## config.mk

```make
export PLATFORM = sky130hd
export DESIGN_NAME = tx_packet_scheduler
export DESIGN_NICKNAME = d
export VERILOG_FILES = /design/src/rtl/tx_packet_scheduler_pkg.sv /design/src/rtl/tx_gap_timer.sv /design/src/rtl/tx_packet_scheduler.sv
export SDC_FILE = /design/constraint.sdc
export NUM_CORES = 1
export LEC_CHECK = 0
export ABC_CLOCK_PERIOD_IN_PS = 2100
export BUFFER_PORTS_ARGS = -buffer_cell sky130_fd_sc_hd__clkbuf_2
export CAP_MARGIN = 5
export CORE_MARGIN = 2
export CORE_UTILIZATION = 47
export CTS_CLUSTER_DIAMETER = 150
export DETAILED_ROUTE_END_ITERATION = 8
export PLACE_DENSITY = 0.76
export SLEW_MARGIN = 20
export SYNTH_ARGS = -nofsm -noshare
export SYNTH_HDL_FRONTEND = slang
export SYNTH_SLANG_ARGS = --single-unit
```

## constraint.sdc

```tcl
create_clock -name mon_clk -period 2.1 [get_ports mon_clk]
set_input_delay 0.315 -clock mon_clk [delete_from_list [all_inputs] [get_ports mon_clk]]
set_output_delay 0.315 -clock mon_clk [all_outputs]
set_load 0.005 [all_outputs]
```

## src/rtl/tx_packet_scheduler_pkg.sv

```systemverilog
// Shared types and constants for the TX packet scheduler.
// The optional keyboard starvation guard is enabled with TX_SCHED_STARVE_GUARD_EN.
package tx_packet_scheduler_pkg;

  typedef enum logic [2:0] {
    IDLE       = 3'd0,
    LAUNCH     = 3'd1,
    WAIT_START = 3'd2,
    WAIT_DONE  = 3'd3,
    GAP        = 3'd4
  } tx_state_e;

  localparam logic [1:0] GRANT_NONE  = 2'd0;
  localparam logic [1:0] GRANT_PWR   = 2'd1;
  localparam logic [1:0] GRANT_AUDIO = 2'd2;
  localparam logic [1:0] GRANT_KB    = 2'd3;

  localparam logic [7:0] OP_POWER_ON = 8'hC0;
  localparam logic [7:0] OP_AUDIO    = 8'h07;
  localparam logic [7:0] OP_KB       = 8'hC5;

  // Cycles WAIT_START tolerates without send_busy before assuming the sender absorbed the packet.
  localparam int unsigned START_TIMEOUT = 8;
  localparam int unsigned START_CNT_W   = $clog2(START_TIMEOUT);
  localparam logic [START_CNT_W-1:0] START_LAST = START_CNT_W'(START_TIMEOUT - 1);

  function automatic logic [39:0] kb_packet(input logic is_mouse, input logic [15:0] data);
    return {OP_KB, 7'b0, is_mouse, data, 8'h00};
  endfunction

endpackage

```

## src/rtl/tx_gap_timer.sv

```systemverilog
// Inter-packet gap countdown: load arms CYCLES, done flags the last counting cycle.
// The counter saturates at zero and never wraps.
module tx_gap_timer #(
  parameter int unsigned CYCLES = 40
) (
  input  logic mon_clk,
  input  logic reset,
  input  logic load,
  input  logic count,
  output logic done
);

  localparam int unsigned W = (CYCLES > 0) ? $clog2(CYCLES + 1) : 1;
  localparam logic [W-1:0] LOAD_VAL = W'(CYCLES);

  logic [W-1:0] remaining;

  always_ff @(posedge mon_clk) begin
    if (reset) begin
      remaining <= '0;
    end else if (load) begin
      remaining <= LOAD_VAL;
    end else if (count && (remaining != '0)) begin
      remaining <= remaining - W'(1);
    end
  end

  assign done = count && (remaining <= W'(1));

endmodule

```

## src/rtl/tx_packet_scheduler.sv

```systemverilog
// Fixed-priority scheduler launching power-on, audio and keyboard packets to a serial sender.
// Define TX_SCHED_STARVE_GUARD_EN to let a waiting keyboard word overtake repeated audio grants.
module tx_packet_scheduler
  import tx_packet_scheduler_pkg::*;
#(
  parameter int unsigned GAP_CYCLES   = 40,
  parameter int unsigned STARVE_LIMIT = 4
) (
  input  logic        mon_clk,
  input  logic        reset,
  input  logic        audio_req,
  input  logic        power_on,
  input  logic        kb_ready,
  input  logic        kb_is_mouse,
  input  logic [15:0] kb_data,
  output logic        kb_retrieved,
  input  logic        send_busy,
  output logic [39:0] out_data,
  output logic        out_valid,
  output logic [1:0]  grant_id,
  output tx_state_e   dbg_state
);

  // Handshake: out_valid is a single-cycle strobe with out_data/grant_id already stable;
  // the sender answers with send_busy (optional) and there is no back-pressure on the strobe.

  tx_state_e state, state_nx;

  logic                   pend_pwr, pend_audio;
  logic                   kb_outstanding;
  logic                   kb_pending;
  logic                   starve_hit;
  logic [1:0]             pick;
  logic [39:0]            pick_data;
  logic [1:0]             grant_q;
  logic [39:0]            out_data_q;
  logic [START_CNT_W-1:0] start_cnt;
  logic                   gap_load, gap_count, gap_done;
  logic                   launching;

  assign kb_pending = kb_ready && !kb_outstanding;
  assign launching  = (state == LAUNCH);

`ifdef TX_SCHED_STARVE_GUARD_EN
  localparam int unsigned AGE_W = (STARVE_LIMIT > 0) ? $clog2(STARVE_LIMIT + 1) : 1;

  logic [AGE_W-1:0] age;

  assign starve_hit = (age >= AGE_W'(STARVE_LIMIT));

  always_ff @(posedge mon_clk) begin
    if (reset) begin
      age <= '0;
    end else if (state == IDLE) begin
      if (pick == GRANT_KB) begin
        age <= '0;
      end else if ((pick == GRANT_AUDIO) && kb_pending && !starve_hit) begin
        age <= age + AGE_W'(1);
      end
    end
  end
`else
  // Strict priority: audio always beats keyboard; STARVE_LIMIT has no effect in this build.
  assign starve_hit = 1'b0 & (STARVE_LIMIT == 0);
`endif

  always_comb begin
    pick = GRANT_NONE;
    if (pend_pwr) begin
      pick = GRANT_PWR;
    end else if (pend_audio && !(kb_pending && starve_hit)) begin
      pick = GRANT_AUDIO;
    end else if (kb_pending) begin
      pick = GRANT_KB;
    end
  end

  always_comb begin
    pick_data = '0;
    case (pick)
      GRANT_PWR:   pick_data = {OP_POWER_ON, 32'h0};
      GRANT_AUDIO: pick_data = {OP_AUDIO, 32'h0};
      GRANT_KB:    pick_data = kb_packet(kb_is_mouse, kb_data);
      default:     pick_data = '0;
    endcase
  end

  always_ff @(posedge mon_clk) begin
    if (reset) begin
      state <= IDLE;
    end else begin
      state <= state_nx;
    end
  end

  always_comb begin
    state_nx  = state;
    gap_load  = 1'b0;
    gap_count = 1'b0;
    case (state)
      IDLE: begin
        if (pick != GRANT_NONE) state_nx = LAUNCH;
      end
      LAUNCH: begin
        state_nx = WAIT_START;
      end
      WAIT_START: begin
        if (send_busy) begin
          state_nx = WAIT_DONE;
        end else if (start_cnt == START_LAST) begin
          state_nx = GAP;
          gap_load = 1'b1;
        end
      end
      WAIT_DONE: begin
        if (!send_busy) begin
          state_nx = GAP;
          gap_load = 1'b1;
        end
      end
      GAP: begin
        gap_count = 1'b1;
        if (gap_done) state_nx = IDLE;
      end
      default: begin
        state_nx = IDLE;
      end
    endcase
  end

  // A pulse landing in the launch cycle wins over the clear, so it is never lost.
  always_ff @(posedge mon_clk) begin
    if (reset) begin
      pend_pwr       <= 1'b0;
      pend_audio     <= 1'b0;
      kb_outstanding <= 1'b0;
      grant_q        <= GRANT_NONE;
      out_data_q     <= '0;
      start_cnt      <= '0;
    end else begin
      pend_pwr   <= power_on  | (pend_pwr   & ~(launching && (grant_q == GRANT_PWR)));
      pend_audio <= audio_req | (pend_audio & ~(launching && (grant_q == GRANT_AUDIO)));

      if ((state == IDLE) && (pick != GRANT_NONE)) begin
        out_data_q <= pick_data;
        grant_q    <= pick;
        if (pick == GRANT_KB) kb_outstanding <= 1'b1;
      end else if ((state == GAP) && gap_done) begin
        kb_outstanding <= 1'b0;
      end

      if ((state == WAIT_START) && !send_busy) begin
        start_cnt <= start_cnt + START_CNT_W'(1);
      end else begin
        start_cnt <= '0;
      end
    end
  end

  tx_gap_timer #(
    .CYCLES(GAP_CYCLES)
  ) u_gap_timer (
    .mon_clk(mon_clk),
    .reset  (reset),
    .load   (gap_load),
    .count  (gap_count),
    .done   (gap_done)
  );

  assign out_valid    = launching;
  assign kb_retrieved = launching && (grant_q == GRANT_KB);
  assign out_data     = out_data_q;
  assign grant_id     = grant_q;
  assign dbg_state    = state;

endmodule

```

==> impl_results.html, run 1 <==
<table>
<tr><th>Metric</th><th>Value</th></tr>
<tr><th colspan="2">Run status</th></tr>
<tr><td>Run status</td><td>complete, no violations</td></tr>
<tr><th colspan="2">CTS</th></tr>
<tr><td>Clk Tree Root Cell</td><td>sky130_fd_sc_hd__clkbuf_4</td></tr>
<tr><td>Clock tree from TritonCTS</td><td>built</td></tr>
<tr><td>CTS H-tree lvls</td><td>2</td></tr>
<tr><td>Clock-pin transition on the worst setup and hold timing paths</td><td>between 0.1 and 0.15 ns</td></tr>
<tr><td>Clock sink count</td><td>36</td></tr>
<tr><td>Post-CTS Setup Inserts</td><td>0</td></tr>
<tr><td>Number of buffers created by CTS</td><td>5</td></tr>
<tr><td>Clock Tree Buf Depth</td><td>2</td></tr>
<tr><td>Cells resized by post-CTS repair</td><td>0</td></tr>
<tr><td>Worst-Skew Late Latency</td><td>roughly 0.34 ns</td></tr>
<tr><td>Hold Buf Count CTS</td><td>0</td></tr>
<tr><th colspan="2">STA</th></tr>
<tr><td>Clock period minus final worst setup slack</td><td>around 1.8 ns</td></tr>
<tr><td>Fmax</td><td>between 500 and 600 MHz</td></tr>
<tr><td>Post-Route Hold Slack</td><td>0.1744 ns</td></tr>
<tr><td>Clock tree skew after final layout</td><td>~0.007 ns</td></tr>
<tr><td>Slew Limit Headroom</td><td>between 60 and 70%</td></tr>
<tr><td>Final setup margin</td><td>approximately 0.27 ns</td></tr>
<tr><td>Setup repair after global routing missed its margin</td><td>no</td></tr>
<tr><td>Final cycle utilization of the critical path</td><td>between 80% and 90%</td></tr>
<tr><td>Final TNS setup</td><td>0 ns</td></tr>
<tr><td>Max-slew violation total from the final report</td><td>0</td></tr>
<tr><td>Count of final hold-check violations</td><td>0</td></tr>
<tr><td>Setup violators final</td><td>0</td></tr>
<tr><td>Tightest Pin Transition</td><td>0.5899 ns</td></tr>
<tr><th colspan="2">Global route</th></tr>
<tr><td>Global-route usage over all layers</td><td>16.83%</td></tr>
<tr><td>Via count of the first global-routing pass</td><td>between 1000 and 1500</td></tr>
<tr><td>Antenna violations before repair</td><td>0</td></tr>
<tr><td>GR Overflow Total</td><td>0</td></tr>
<tr><td>Largest net degree at the start of global routing</td><td>19</td></tr>
<tr><td>First-pass GRT wire length</td><td>about 5.3 mm</td></tr>
<tr><th colspan="2">Critical path</th></tr>
<tr><td>Endpoint of the most critical register-to-register path</td><td>u_gap_timer.remaining[3]</td></tr>
<tr><td>Worst-path maximum fanout</td><td>7</td></tr>
<tr><td>Kind of critical path</td><td>reg -&gt; out</td></tr>
<tr><td>R2R Path Start</td><td>dbg_state[2]</td></tr>
<tr><td>Delay-heaviest family, CP</td><td>simple AND/OR/NAND/NOR gates</td></tr>
<tr><td>Count of buffer and inverter cells on the critical path</td><td>1</td></tr>
<tr><td>Sort of element at the start of the critical path</td><td>register</td></tr>
<tr><td>Kind of capture point of the worst setup path</td><td>output port</td></tr>
<tr><td>Depth of the worst register-to-register path</td><td>4</td></tr>
<tr><td>Required time of the worst setup path</td><td>roughly 1.8 ns</td></tr>
<tr><td>Delay contributed by the slowest stage of the critical path</td><td>0.44 ns</td></tr>
<tr><td>Slowest cell on crit path</td><td>sky130_fd_sc_hd__dfxtp_1</td></tr>
<tr><td>Reg-to-reg setup timing slack</td><td>about 0.5 ns</td></tr>
<tr><td>Arrival time of the worst setup path</td><td>between 1.5 and 2 ns</td></tr>
<tr><td>Cell Chain, Critical Path</td><td>nor3b_1 -&gt; and3_1 -&gt; clkbuf_2</td></tr>
<tr><th colspan="2">Synth</th></tr>
<tr><td>Avg Synthesized Cell Area</td><td>between 9 and 10 um^2</td></tr>
<tr><td>#FFs+latches synth</td><td>36</td></tr>
<tr><td>Fraction of synthesized cell area taken by the top area cell type</td><td>~45%</td></tr>
<tr><td>Top FF cell, synth</td><td>sky130_fd_sc_hd__dfxtp_1</td></tr>
<tr><td>Count of warnings emitted by yosys</td><td>0</td></tr>
<tr><td>Cell count after synthesis</td><td>about 170</td></tr>
<tr><td>Number of synthesized flops with an enable pin</td><td>0</td></tr>
<tr><td>Number of different library cells in the post-synthesis netlist</td><td>34</td></tr>
<tr><td>Most area-hungry cell type in the Yosys netlist</td><td>sky130_fd_sc_hd__dfxtp_1</td></tr>
<tr><td>Sequential-to-total area share from yosys stat</td><td>between 40% and 50%</td></tr>
<tr><td>Post-synthesis cell area</td><td>about 1600 um^2</td></tr>
<tr><td>Main area contributors after synthesis</td><td>sky130_fd_sc_hd__dfxtp_1 (45%), sky130_fd_sc_hd__buf_4 (10%), sky130_fd_sc_hd__a22oi_1 (7.9%)</td></tr>
<tr><td>FFs w/ async S/R, synth</td><td>0%</td></tr>
<tr><th colspan="2">Layout</th></tr>
<tr><td>Fin area</td><td>1911 um^2</td></tr>
<tr><td>Fraction of layout cells with a size suffix above 1</td><td>between 30% and 40%</td></tr>
<tr><td>Area growth, synth to finish</td><td>18.28%</td></tr>
<tr><td>Area of the multi-input gates</td><td>~730 um^2</td></tr>
<tr><td>Diodes inserted</td><td>0</td></tr>
<tr><td>Filler cells</td><td>between 300 and 400</td></tr>
<tr><td>Fin nets</td><td>253</td></tr>
<tr><td>Non-filler cells in the finished layout</td><td>around 270</td></tr>
<tr><td>Area taken by flip-flops and latches</td><td>720.7 um^2</td></tr>
<tr><th colspan="2">Floorplanning</th></tr>
<tr><td>Floorplan die area</td><td>between 3000 and 4000 um^2</td></tr>
<tr><td>Total number of placement rows</td><td>21</td></tr>
<tr><td>Placeable core region</td><td>around 3300 um^2</td></tr>
<tr><td>Ports</td><td>70</td></tr>
<tr><td>Starting density of the core</td><td>48.79%</td></tr>
<tr><td>Die span in y</td><td>~63 um</td></tr>
<tr><td>Die W</td><td>between 60 and 70 um</td></tr>
<tr><th colspan="2">Route</th></tr>
<tr><td>Residual DRC count</td><td>0</td></tr>
<tr><td>Routed wire per std cell</td><td>11.17 um</td></tr>
<tr><td>First-pass iteration count of the detailed router</td><td>4</td></tr>
<tr><td>Overall routed net length</td><td>around 3.0 mm</td></tr>
<tr><td>Vias per cell</td><td>between 4 and 5</td></tr>
<tr><td>Vias after detailed routing</td><td>about 1300</td></tr>
<tr><td>Detailed router's first-iteration violation count</td><td>35</td></tr>
<tr><td>Post-DRT Antenna Nets</td><td>0</td></tr>
<tr><th colspan="2">Placed design</th></tr>
<tr><td>DP Area</td><td>1831 um^2</td></tr>
<tr><td>Routability cong.</td><td>0.8577</td></tr>
<tr><td>Number of cells in the design after placement</td><td>about 260</td></tr>
<tr><td>DP Worst Slack</td><td>around 0.53 ns</td></tr>
<tr><td>Estimated wirelength of the detail-placed design</td><td>between 2 and 2.5 mm</td></tr>
<tr><td>I/O Buffers</td><td>around 50</td></tr>
<tr><th colspan="2">Hold path</th></tr>
<tr><td>Worst Hold End</td><td>pend_pwr</td></tr>
<tr><td>Count of cells along the worst hold path</td><td>3</td></tr>
<tr><td>Hold/Removal Path Class</td><td>in -&gt; reg</td></tr>
<tr><td>Hold Startpoint</td><td>power_on</td></tr>
<tr><th colspan="2">Pwr</th></tr>
<tr><td>Peak supply drop</td><td>about 0.41 mV</td></tr>
<tr><td>Leakage power figure</td><td>~0.88 nW</td></tr>
<tr><td>Pwr/cell area</td><td>778.1 nW/um^2</td></tr>
<tr><th colspan="2">Run</th></tr>
<tr><td>Max-cap violations</td><td>0</td></tr>
</table>
## area by class of cell
type,instances,share of cell area (%)
clock inverters,3,2.227
well taps,46,3.012
repair buffers,56,15.32
flip-flops and latches,36,37.72
multi-input cells,119,38.38
inverters,7,1.375
clock buffers,5,1.965
## placed cells by master (no fill, tap or decap), drive strengths merged, types with 3 or more instances in the layout
master | synthesis | layout
a21oi | 9 | 9
xnor2 | 4 | 4
o21ai | 4 | 4
buf | 24 | 5
conb | 1 | 18
nor2 | 28 | 28
nand3 | 3 | 3
a2111oi | 3 | 3
nor4 | 3 | 3
a22oi | 17 | 17
inv | 7 | 7
dfxtp | 36 | 36
ha | 5 | 5
clkbuf | 3 | 56
## tightest hold or removal path, cell delays in order
cell                       delay (ns)
sky130_fd_sc_hd__clkbuf_2        0.07
sky130_fd_sc_hd__a21oi_1         0.03
sky130_fd_sc_hd__nor2_1          0.07
## synthesized netlist by cell type, types with 3 or more instances
library cell / n
sky130_fd_sc_hd__dfxtp_1: 36
sky130_fd_sc_hd__nor2_1: 28
sky130_fd_sc_hd__buf_4: 22
sky130_fd_sc_hd__a22oi_1: 17
sky130_fd_sc_hd__a21oi_1: 9
sky130_fd_sc_hd__inv_1: 7
sky130_fd_sc_hd__ha_1: 5
sky130_fd_sc_hd__o21ai_0: 4
sky130_fd_sc_hd__xnor2_1: 4
sky130_fd_sc_hd__clkbuf_1: 3
sky130_fd_sc_hd__nand3_1: 3
## worst max-delay path by stage
stage                       startpoint                  endpoint  slack (ns)  cells past startpoint
after floorplan           dbg_state[2]              out_data[10]        0.52                      5
after global placement    dbg_state[2]  u_gap_timer.remaining[3]        0.55                      4
after detailed placement  dbg_state[2]  u_gap_timer.remaining[3]        0.53                      4
after CTS                 dbg_state[0]              kb_retrieved        0.22                      3
after global routing      dbg_state[0]              kb_retrieved        0.12                      3
final                     dbg_state[0]              kb_retrieved        0.27                      3
## cell families (layout without fill, tap and decap cells)
group / count (synthesis) / count (layout) / synth area share [%]
AO/OA/AOI/OAI: 38 / 38 / 17.89
flip-flops: 36 / 36 / 44.62
other: 1 / 18 / 0.2322
buffers and inverters: 34 / 71 / 13.94
AND/OR/NAND/NOR: 53 / 53 / 16.65
adder cells (fa/ha/maj): 5 / 5 / 3.873
multiplexers: 1 / 1 / 0.6197
XOR/XNOR: 4 / 4 / 2.169
## stage by stage
step | utilization, % | power [W]
detailed placement | 55.29 | 0.001023
CTS | 57.71 | 0.001510
floorplan | - | 0.0009525
finish | 57.71 | 0.001487
global route | 57.71 | 0.001575
global placement | 55.29 | 0.001018
## state kept, by name (all words and copies together) (netlist names)
register	count
out_data	19
u_gap_timer.remaining	6
dbg_state	3
start_cnt	3
grant_id	2
kb_outstanding	1
pend_audio	1
pend_pwr	1
## routing by layer
metal  share of wire (%)  GRT usage (%)  vias up
met2                  47          26.75       45
met3                 6.1          5.045        5
li1                    -              -      666
met1                  46          21.38      602
met5                   0              0        -
met4                 1.5          6.667        0
## where the power goes
part	total, W	internal [W]	switching [W]
sequential	0.000760	0.000723	0.0000364
combinational	0.000245	0.000110	0.000135
clock	0.000482	0.000248	0.000234
No activity file was read; power rests on OpenSTA's default activity.
==> run 2, diff against run 1 <==
--- a/config.mk
+++ b/config.mk
@@ -13,6 +13,7 @@
 export CTS_CLUSTER_DIAMETER = 150
 export DETAILED_ROUTE_END_ITERATION = 8
 export PLACE_DENSITY = 0.76
+export REMOVE_ABC_BUFFERS = 1
 export SLEW_MARGIN = 20
 export SYNTH_ARGS = -nofsm -noshare
 export SYNTH_HDL_FRONTEND = slang
==> impl_results.html, run 2 (synthesis results as in run 1) <==
<table>
<tr><th>Metric</th><th>Value</th></tr>
<tr><th colspan="2">CTS</th></tr>
<tr><td>Clk Tree Root Cell</td><td>sky130_fd_sc_hd__clkbuf_4</td></tr>
<tr><td>CTS H-tree lvls</td><td>2</td></tr>
<tr><td>Clock Tree Buf Depth</td><td>2</td></tr>
<tr><td>Clock-pin transition on the worst setup and hold timing paths</td><td>around 0.11 ns</td></tr>
<tr><td>Cells resized by post-CTS repair</td><td>0</td></tr>
<tr><td>Post-CTS Setup Inserts</td><td>0</td></tr>
<tr><td>Hold Buf Count CTS</td><td>0</td></tr>
<tr><td>Number of buffers created by CTS</td><td>5</td></tr>
<tr><td>Clock tree from TritonCTS</td><td>built</td></tr>
<tr><td>Clock sink count</td><td>36</td></tr>
<tr><td>Worst-Skew Late Latency</td><td>roughly 0.35 ns</td></tr>
<tr><th colspan="2">Route</th></tr>
<tr><td>First-pass iteration count of the detailed router</td><td>4</td></tr>
<tr><td>Residual DRC count</td><td>0</td></tr>
<tr><td>Overall routed net length</td><td>roughly 3.2 mm</td></tr>
<tr><td>Routed wire per std cell</td><td>11.60 um</td></tr>
<tr><td>Vias per cell</td><td>around 5</td></tr>
<tr><td>Detailed router's first-iteration violation count</td><td>23</td></tr>
<tr><td>Post-DRT Antenna Nets</td><td>0</td></tr>
<tr><td>Vias after detailed routing</td><td>1334</td></tr>
<tr><th colspan="2">Critical path</th></tr>
<tr><td>Worst-path maximum fanout</td><td>7</td></tr>
<tr><td>Slowest cell on crit path</td><td>sky130_fd_sc_hd__dfxtp_1</td></tr>
<tr><td>Count of buffer and inverter cells on the critical path</td><td>1</td></tr>
<tr><td>Kind of critical path</td><td>reg -&gt; out</td></tr>
<tr><td>Delay contributed by the slowest stage of the critical path</td><td>between 0.4 and 0.5 ns</td></tr>
<tr><td>Kind of capture point of the worst setup path</td><td>output port</td></tr>
<tr><td>Delay-heaviest family, CP</td><td>simple AND/OR/NAND/NOR gates</td></tr>
<tr><td>Required time of the worst setup path</td><td>between 1.5 and 2 ns</td></tr>
<tr><td>Sort of element at the start of the critical path</td><td>register</td></tr>
<tr><td>Arrival time of the worst setup path</td><td>approximately 1.6 ns</td></tr>
<tr><td>Cell Chain, Critical Path</td><td>nor3b_1 -&gt; and3_1 -&gt; clkbuf_2</td></tr>
<tr><th colspan="2">STA</th></tr>
<tr><td>Clock period minus final worst setup slack</td><td>between 1.5 and 2 ns</td></tr>
<tr><td>Slew Limit Headroom</td><td>a little under half</td></tr>
<tr><td>Setup repair after global routing missed its margin</td><td>no</td></tr>
<tr><td>Setup violators final</td><td>0</td></tr>
<tr><td>Fmax</td><td>530.8 MHz</td></tr>
<tr><td>Clock tree skew after final layout</td><td>roughly 0.011 ns</td></tr>
<tr><td>Tightest Pin Transition</td><td>approximately 0.81 ns</td></tr>
<tr><td>Final TNS setup</td><td>0 ns</td></tr>
<tr><td>Max-slew violation total from the final report</td><td>0</td></tr>
<tr><td>Count of final hold-check violations</td><td>0</td></tr>
<tr><td>Final cycle utilization of the critical path</td><td>around 90%</td></tr>
<tr><th colspan="2">Hold path</th></tr>
<tr><td>Hold/Removal Path Class</td><td>in -&gt; reg</td></tr>
<tr><th colspan="2">Layout</th></tr>
<tr><td>Most common cell after layout, fill and taps aside</td><td>sky130_fd_sc_hd__clkbuf_2</td></tr>
<tr><td>Top library cells by usage in the layout, fill and taps aside</td><td>sky130_fd_sc_hd__clkbuf_2 (51), sky130_fd_sc_hd__dfxtp_1 (36), sky130_fd_sc_hd__nor2_1 (28), sky130_fd_sc_hd__conb_1 (18), sky130_fd_sc_hd__a22oi_1 (17)</td></tr>
<tr><td>Filler cells</td><td>between 300 and 400</td></tr>
<tr><td>Area taken by flip-flops and latches</td><td>a little over 700 um^2</td></tr>
<tr><td>Area growth, synth to finish</td><td>18.28%</td></tr>
<tr><td>Diodes inserted</td><td>0</td></tr>
<tr><td>Flip-flop count of the largest register after layout</td><td>19</td></tr>
<tr><td>Final design utilization</td><td>between 50% and 60%</td></tr>
<tr><td>Area of the multi-input gates</td><td>733.2 um^2</td></tr>
<tr><td>Fraction of layout cells with a size suffix above 1</td><td>31.42%</td></tr>
<tr><td>Fin nets</td><td>roughly 250</td></tr>
<tr><th colspan="2">Global route</th></tr>
<tr><td>Antenna violations before repair</td><td>0</td></tr>
<tr><td>Global-route usage over all layers</td><td>17.57%</td></tr>
<tr><td>GR Overflow Total</td><td>0</td></tr>
<tr><td>Largest net degree at the start of global routing</td><td>28</td></tr>
<tr><td>First-pass GRT wire length</td><td>approximately 5.5 mm</td></tr>
<tr><td>Via count of the first global-routing pass</td><td>roughly 1200</td></tr>
<tr><th colspan="2">Floorplanning</th></tr>
<tr><td>Starting density of the core</td><td>between 40 and 50%</td></tr>
<tr><td>Die span in y</td><td>roughly 63 um</td></tr>
<tr><td>Die W</td><td>~63 um</td></tr>
<tr><td>Placeable core region</td><td>between 3000 and 4000 um^2</td></tr>
<tr><td>Floorplan die area</td><td>roughly 3900 um^2</td></tr>
<tr><td>Total number of placement rows</td><td>21</td></tr>
<tr><td>Ports</td><td>70</td></tr>
<tr><th colspan="2">Placed design</th></tr>
<tr><td>Routability cong.</td><td>roughly 0.85</td></tr>
<tr><td>Estimated wirelength of the detail-placed design</td><td>roughly 2.4 mm</td></tr>
<tr><td>I/O Buffers</td><td>51</td></tr>
<tr><th colspan="2">Pwr</th></tr>
<tr><td>Pwr/cell area</td><td>slightly below 800 nW/um^2</td></tr>
<tr><td>Leakage power figure</td><td>0.8763 nW</td></tr>
<tr><td>Peak supply drop</td><td>0.4455 mV</td></tr>
<tr><td>Design Power</td><td>around 0.0015 W</td></tr>
<tr><th colspan="2">Run</th></tr>
<tr><td>Max-cap violations</td><td>0</td></tr>
<tr><th colspan="2">Run status</th></tr>
<tr><td>Run status</td><td>complete, no violations</td></tr>
</table>
## run 2: cell counts in the layout (fill, tap and decap cells not counted)
No cell type changed its count.
## run 2: worst min-delay path, stage by stage
cell,delay [ns]
sky130_fd_sc_hd__clkbuf_2,0.08
sky130_fd_sc_hd__a21oi_1,0.03
sky130_fd_sc_hd__nor2_1,0.07
## run 2: power breakdown
part	internal, W	switching [W]
registers	0.000724	0.0000379
logic	0.000106	0.000136
clock network	0.000248	0.000244
## run 2: path summary, 6_finish.rpt
kind / endpoint / slack (ns) / cells after the start / start
max reg2reg: out_data[20] / 0.46 / 4 / pend_audio
min: pend_pwr / 0.18 / 3 / power_on
min reg2reg: start_cnt[0] / 0.43 / 1 / start_cnt[0]
max: kb_retrieved / 0.22 / 3 / dbg_state[0]
## run 2: layer usage
| layer | track usage [%] | part of all wire [%] | up-vias |
|---|---|---|---|
| met5 | 0 | 0 | - |
| met4 | 5.833 | 1.5 | 0 |
| met3 | 7.207 | 8.2 | 6 |
| met2 | 29.30 | 47 | 53 |
| met1 | 20.43 | 43 | 611 |
| li1 | - | - | 664 |
## run 2: area by class of cell
class | instances | area share [%]
Clock buffer | 5 | 1.965
Clock inverter | 3 | 2.227
Inverter | 7 | 1.375
Multi-Input combinational cell | 119 | 38.38
Sequential cell | 36 | 37.72
Tap cell | 46 | 3.012
Timing Repair Buffer | 56 | 15.32
## run 2: per-stage QoR
step,hold WS (ns),std cells,setup slack (ns),instance area (um^2)
after floorplan,0.3841,162,0.5005,1480
final,0.1767,272,0.2160,1911
after global routing,0.1736,272,0.005892,1911
after CTS,0.1673,272,0.1691,1911
after global placement,0.4085,264,0.4219,1831
after detailed placement,0.4272,264,0.3556,1831
